--- config.mk ---
export PLATFORM = sky130hd
export DESIGN_NAME = reg_file
export DESIGN_NICKNAME = d
export VERILOG_FILES = /design/src/rtl/reg_file_pkg.sv /design/src/rtl/reg_file_entry.sv /design/src/rtl/reg_file.sv
export SDC_FILE = /design/constraint.sdc
export NUM_CORES = 1
export LEC_CHECK = 0
export CAP_MARGIN = 10
export CORE_MARGIN = 1.5
export CORE_UTILIZATION = 53
export DETAILED_ROUTE_END_ITERATION = 10
export MAX_ROUTING_LAYER = met4
export PLACE_DENSITY = 0.79
export SLEW_MARGIN = 20
export SYNTH_ARGS = -nofsm -noshare
export SYNTH_HDL_FRONTEND = slang
export SYNTH_HIERARCHICAL = 1
export SYNTH_SLANG_ARGS = --single-unit
--- constraint.sdc ---
create_clock -name clk -period 0.95 [get_ports clk]
set_input_delay 0.19 -clock clk [delete_from_list [all_inputs] [get_ports clk]]
set_output_delay 0.19 -clock clk [all_outputs]
set_load 0.1 [all_outputs]
--- src/rtl/reg_file_pkg.sv ---
// reg_file_pkg: shared defaults and the address-width helper for the register file.
// Latency: n/a (constants and an elaboration-time function only).
// Backpressure: n/a.
package reg_file_pkg;

   localparam int RF_N_DEF     = 8;
   localparam int RF_DEPTH_DEF = 4;

   // Smallest address width that can name every entry; never below one bit.
   function automatic int rf_addr_width(input int depth);
      int aw;
      aw = 1;
      while ((1 << aw) < depth) begin
         aw = aw + 1;
      end
      return aw;
   endfunction

endpackage

--- src/rtl/reg_file_entry.sv ---
// reg_file_entry: one N-bit storage word of the register file.
// Latency: d captured on the rising edge when load=1; clr zeroes the word on the same edge.
// Backpressure: none; clr outranks load, rst clears asynchronously.
module reg_file_entry
   import reg_file_pkg::*;
#(
   parameter int N = RF_N_DEF
) (
   input  logic         clk,
   input  logic         rst,
   input  logic         clr,
   input  logic         load,
   input  logic [N-1:0] d,
   output logic [N-1:0] q
);

   // Storage word: async reset, then synchronous clear, then load.
   always_ff @(posedge clk or posedge rst) begin
      if (rst) begin
         q <= '0;
      end else if (clr) begin
         q <= '0;
      end else if (load) begin
         q <= d;
      end
   end

endmodule

--- src/rtl/reg_file.sv ---
// reg_file: DEPTH x N register file, one write port, two registered read ports, address error flag.
// Latency: reads return 1 cycle after re_x; writes are visible to reads launched on the next edge.
// Backpressure: none, every port accepts every cycle. Define REG_FILE_BYPASS_EN for same-edge write forwarding.
module reg_file
   import reg_file_pkg::*;
#(
   parameter  int N     = RF_N_DEF,
   parameter  int DEPTH = RF_DEPTH_DEF,
   localparam int AW    = rf_addr_width(DEPTH)
) (
   input  logic          clk,
   input  logic          rst,
   input  logic          clr,
   input  logic          we,
   input  logic [AW-1:0] waddr,
   input  logic [N-1:0]  wdata,
   input  logic          re_a,
   input  logic [AW-1:0] raddr_a,
   output logic [N-1:0]  rdata_a,
   input  logic          re_b,
   input  logic [AW-1:0] raddr_b,
   output logic [N-1:0]  rdata_b,
   output logic          addr_err
);

   // A power-of-two depth covers the whole address space, so nothing is ever out of range.
   localparam bit POW2 = (DEPTH == (1 << AW));

   logic          wr_ok;
   logic          rd_ok_a;
   logic          rd_ok_b;
   logic [N-1:0]  mem_q [DEPTH];
   logic [N-1:0]  rd_val_a;
   logic [N-1:0]  rd_val_b;
   logic          err_next;

   if (POW2) begin : g_range_full
      assign wr_ok   = 1'b1;
      assign rd_ok_a = 1'b1;
      assign rd_ok_b = 1'b1;
   end else begin : g_range_part
      localparam logic [AW-1:0] LAST = AW'(DEPTH - 1);
      assign wr_ok   = (waddr   <= LAST);
      assign rd_ok_a = (raddr_a <= LAST);
      assign rd_ok_b = (raddr_b <= LAST);
   end

   for (genvar i = 0; i < DEPTH; i++) begin : g_entry
      localparam logic [AW-1:0] IDX = AW'(i);
      logic load;
      assign load = we & wr_ok & (waddr == IDX);
      reg_file_entry #(.N(N)) u_entry (
         .clk  (clk),
         .rst  (rst),
         .clr  (clr),
         .load (load),
         .d    (wdata),
         .q    (mem_q[i])
      );
   end

   assign err_next = (we & ~wr_ok) | (re_a & ~rd_ok_a) | (re_b & ~rd_ok_b);

   // Read muxes: an out-of-range address matches no entry and reads as 0; optional forwarding of wdata.
   always_comb begin
      rd_val_a = '0;
      rd_val_b = '0;
      for (int i = 0; i < DEPTH; i++) begin
         if (raddr_a == AW'(i)) rd_val_a = mem_q[i];
         if (raddr_b == AW'(i)) rd_val_b = mem_q[i];
      end
`ifdef REG_FILE_BYPASS_EN
      // A clear in the same cycle suppresses forwarding; the read then sees the pre-clear word.
      if (we && !clr && wr_ok && (raddr_a == waddr)) rd_val_a = wdata;
      if (we && !clr && wr_ok && (raddr_b == waddr)) rd_val_b = wdata;
`else
      // Without forwarding a same-edge collision returns the old contents.
`endif
   end

   // Output registers: read data holds while re_x=0; addr_err pulses for one cycle per offence.
   always_ff @(posedge clk or posedge rst) begin
      if (rst) begin
         rdata_a  <= '0;
         rdata_b  <= '0;
         addr_err <= 1'b0;
      end else begin
         if (re_a) rdata_a <= rd_val_a;
         if (re_b) rdata_b <= rd_val_b;
         addr_err <= err_next;
      end
   end

endmodule

==> flow_summary.ini <==
[outcome]
status = complete, but fails checks
failed_checks = setup timing

[cells_and_area]
fillCellCount = 260
stdcell_count = 311
layout.area.seq_um2 = 1260
fin_area_um2 = 3420
drive_gt1_frac = 0.336
area_growth_pct = 41.8
multi_input_area_um2 = 1160
n_antenna_cell = 0
final_net_count = 278

[placement]
port_buffers = 35
dpl_cell_area_um2 = 3110
routabilityCongestion = 0.807
dpl.cell_count = 295
dpl.hpwl_mm = 3.94
dp_slack_ns = -0.579

[synth]
synth_compound_area_frac = 0.0581
synth_top_family_by_area = multiplexers
ys_seq_area_frac = 0.498
synth.distinct_cells = 15
syn_area_per_cell_um2 = 11.7
ys_ff_latch = 48
muxShareOfSynthArea = 0.266
synth-xor-area-share = 0
ys_warn_count = 6
yosys.area_share.adder = 0
synth_fp_nets = 226
postSynthCellCount = 206
syn_area_um2 = 2410
synth-simple-area-share = 0.112

[global_route]
grt_max_degree = 33
first_global_vias = 1802
antenna_found_initial = 0
overflow = 0
grt_pass1_wl_mm = 9.35
grt.total_usage = 0.255

[timing]
min_period_ns = 1.17
hold_viol = 0
setup_viol = 17
rsz0062_at_grt = true
timing.final.ws_setup_ns = -0.217
whs_ns = 0.272
layout_worst_path_cycle_share = 1.23
clock_skew_ns = 0.00270
tns_ns = -3.33
maxSlewViolCount = 0
timing.fmax_ghz = 0.857

[worst_setup_path]
critPathKind = flop to primary output
path_delay_family = flip-flops
reg2reg_slack_ns = 0
startpoint_type = flop
crit_required_ns = 0.76
critical_path_arrival_ns = 0.98
slowest_stage = dfrtp_4
end_kind = primary output
path_max_fanout = 2
path_cells = buf_12
cpPeakStageDelay_ns = 0.50
cp.buffers_inverters = 1

[clocking]
htree_num_levels = 2
cts_tree = done
cts_buffer_depth = 2
clk_pin_slew_ns = 0.08
cts-root-buf = clkbuf_8
worst_skew_pair.late_latency_ns = 0.30
clock-sinks = 48
cts_made_buffers = 5

[floorplanning]
io_pins = 37
placementRows = 24
coreArea_um2 = 4350
floorplan.die_area_um2 = 4970
fp.dieW_um = 70.5
initial_core_util = 0.554
dieHeight_um = 70.5

[power]
ir_worst_vdd_uv = 1010
powerDensity_nw_per_um2 = 1320
total_leakage_power_nw = 1.51

[routing]
drt_wl_total_mm = 5.95
drt_iter0_markers = 109
drtAntennaViolNets = 0
vias = 1779
wl_per_cell_um = 19.1
drc = 0
via_per_inst = 5.72
firstDrtPassIters = 4

[flow_run]
maxCapViolCount = 0

[hold_path]
hp-class = primary input to asynchronous set/reset pin
==> cell type report <==
type,instances,share of cell area
Sequential cell,48,0.369
Multi-Input combinational cell,138,0.340
Timing Repair Buffer,60,0.240
Clock buffer,8,0.0263
Tap cell,52,0.0190
Inverter,5,0.00549
==> power breakdown <==
part	total (mW)	switching [mW]	internal, mW
logic	1.06	0.594	0.467
clock network	1.24	0.646	0.594
registers	2.23	0.0853	2.14
==> layout by cell type (no fill, tap or decap), drive strengths merged <==
cell / synthesis / routed
o221ai: 16 / 16
conb: 1 / 1
dlygate4sd2: 0 / 2
dlymetal6s2s: 0 / 2
nand2b: 18 / 18
mux2i: 64 / 64
nand2: 3 / 3
and3: 1 / 1
buf: 15 / 39
and3b: 1 / 1
inv: 5 / 5
clkbuf: 0 / 12
nor3b: 1 / 1
clkdlybuf4s50: 0 / 10
dfrtp: 48 / 48
bufbuf: 0 / 2
clkdlybuf4s15: 0 / 1
nor2: 33 / 33
==> what timing repair did <==
item	CTS	global route
buffers inserted	0	6
hold buffers	0	0
pin swaps	1	1
cloned	2	0
hold endpoints to repair	0	0
resized for setup	17	26
setup endpoints to repair	64	53
==> metal layers <==
| layer | share of wire | global-route usage | wire length, um |
|---|---|---|---|
| met5 | 0 | - | 0 |
| met4 | 0.012 | 0.0940 | 73 |
| met3 | 0.050 | 0.0462 | 300 |
| met2 | 0.48 | 0.382 | 2870 |
| met1 | 0.45 | 0.350 | 2710 |
==> worst paths after layout <==
path	startpoint	endpoint	cells past startpoint
worst max-delay path	rdata_b[3]	rdata_b[3]	1
worst min-delay path	rst	g_entry[0].u_entry/q[7]	2
worst max register to register	g_entry[3].u_entry/q[6]	rdata_a[6]	2
worst min register to register	g_entry[3].u_entry/q[7]	g_entry[3].u_entry/q[7]	2
max in group asynchronous	rst	g_entry[1].u_entry/q[6]	2
min in group clk	raddr_a[1]	rdata_a[0]	3
==> Yosys cell counts <==
library cell | instances | share of area
nor2_1 | 33 | 0.051
buf_1 | 6 | 0.0093
o221ai_1 | 16 | 0.058
conb_1 | 1 | 0.0016
and3b_1 | 1 | 0.0036
nand2b_1 | 18 | 0.047
and3_1 | 1 | 0.0026
dfrtp_1 | 48 | 0.50
buf_12 | 2 | 0.017
mux2i_1 | 64 | 0.27
nand2_1 | 3 | 0.0047
inv_1 | 5 | 0.0078
buf_6 | 6 | 0.028
buf_4 | 1 | 0.0031
nor3b_1 | 1 | 0.0031
==> cells by family (layout without fill, tap and decap cells) <==
kind of cell / after synthesis / count (layout)
flops: 48 / 48
other cells: 1 / 1
mux: 64 / 64
buf+inv: 20 / 73
compound gates: 16 / 16
simple gates: 57 / 57
==> sequential cells by signal, summed over array words and instances, names as in the netlist <==
name,count
g_entry.u_entry/q,32
rdata_b,8
rdata_a,8
==> per-stage QoR <==
step	total power, mW	utilization
CTS	4.50	0.758
global placement	3.20	0.715
global route	4.68	0.786
floorplan	2.83	-
finish	4.53	0.786
detailed placement	3.22	0.715
No activity file was read; power rests on OpenSTA's default activity.
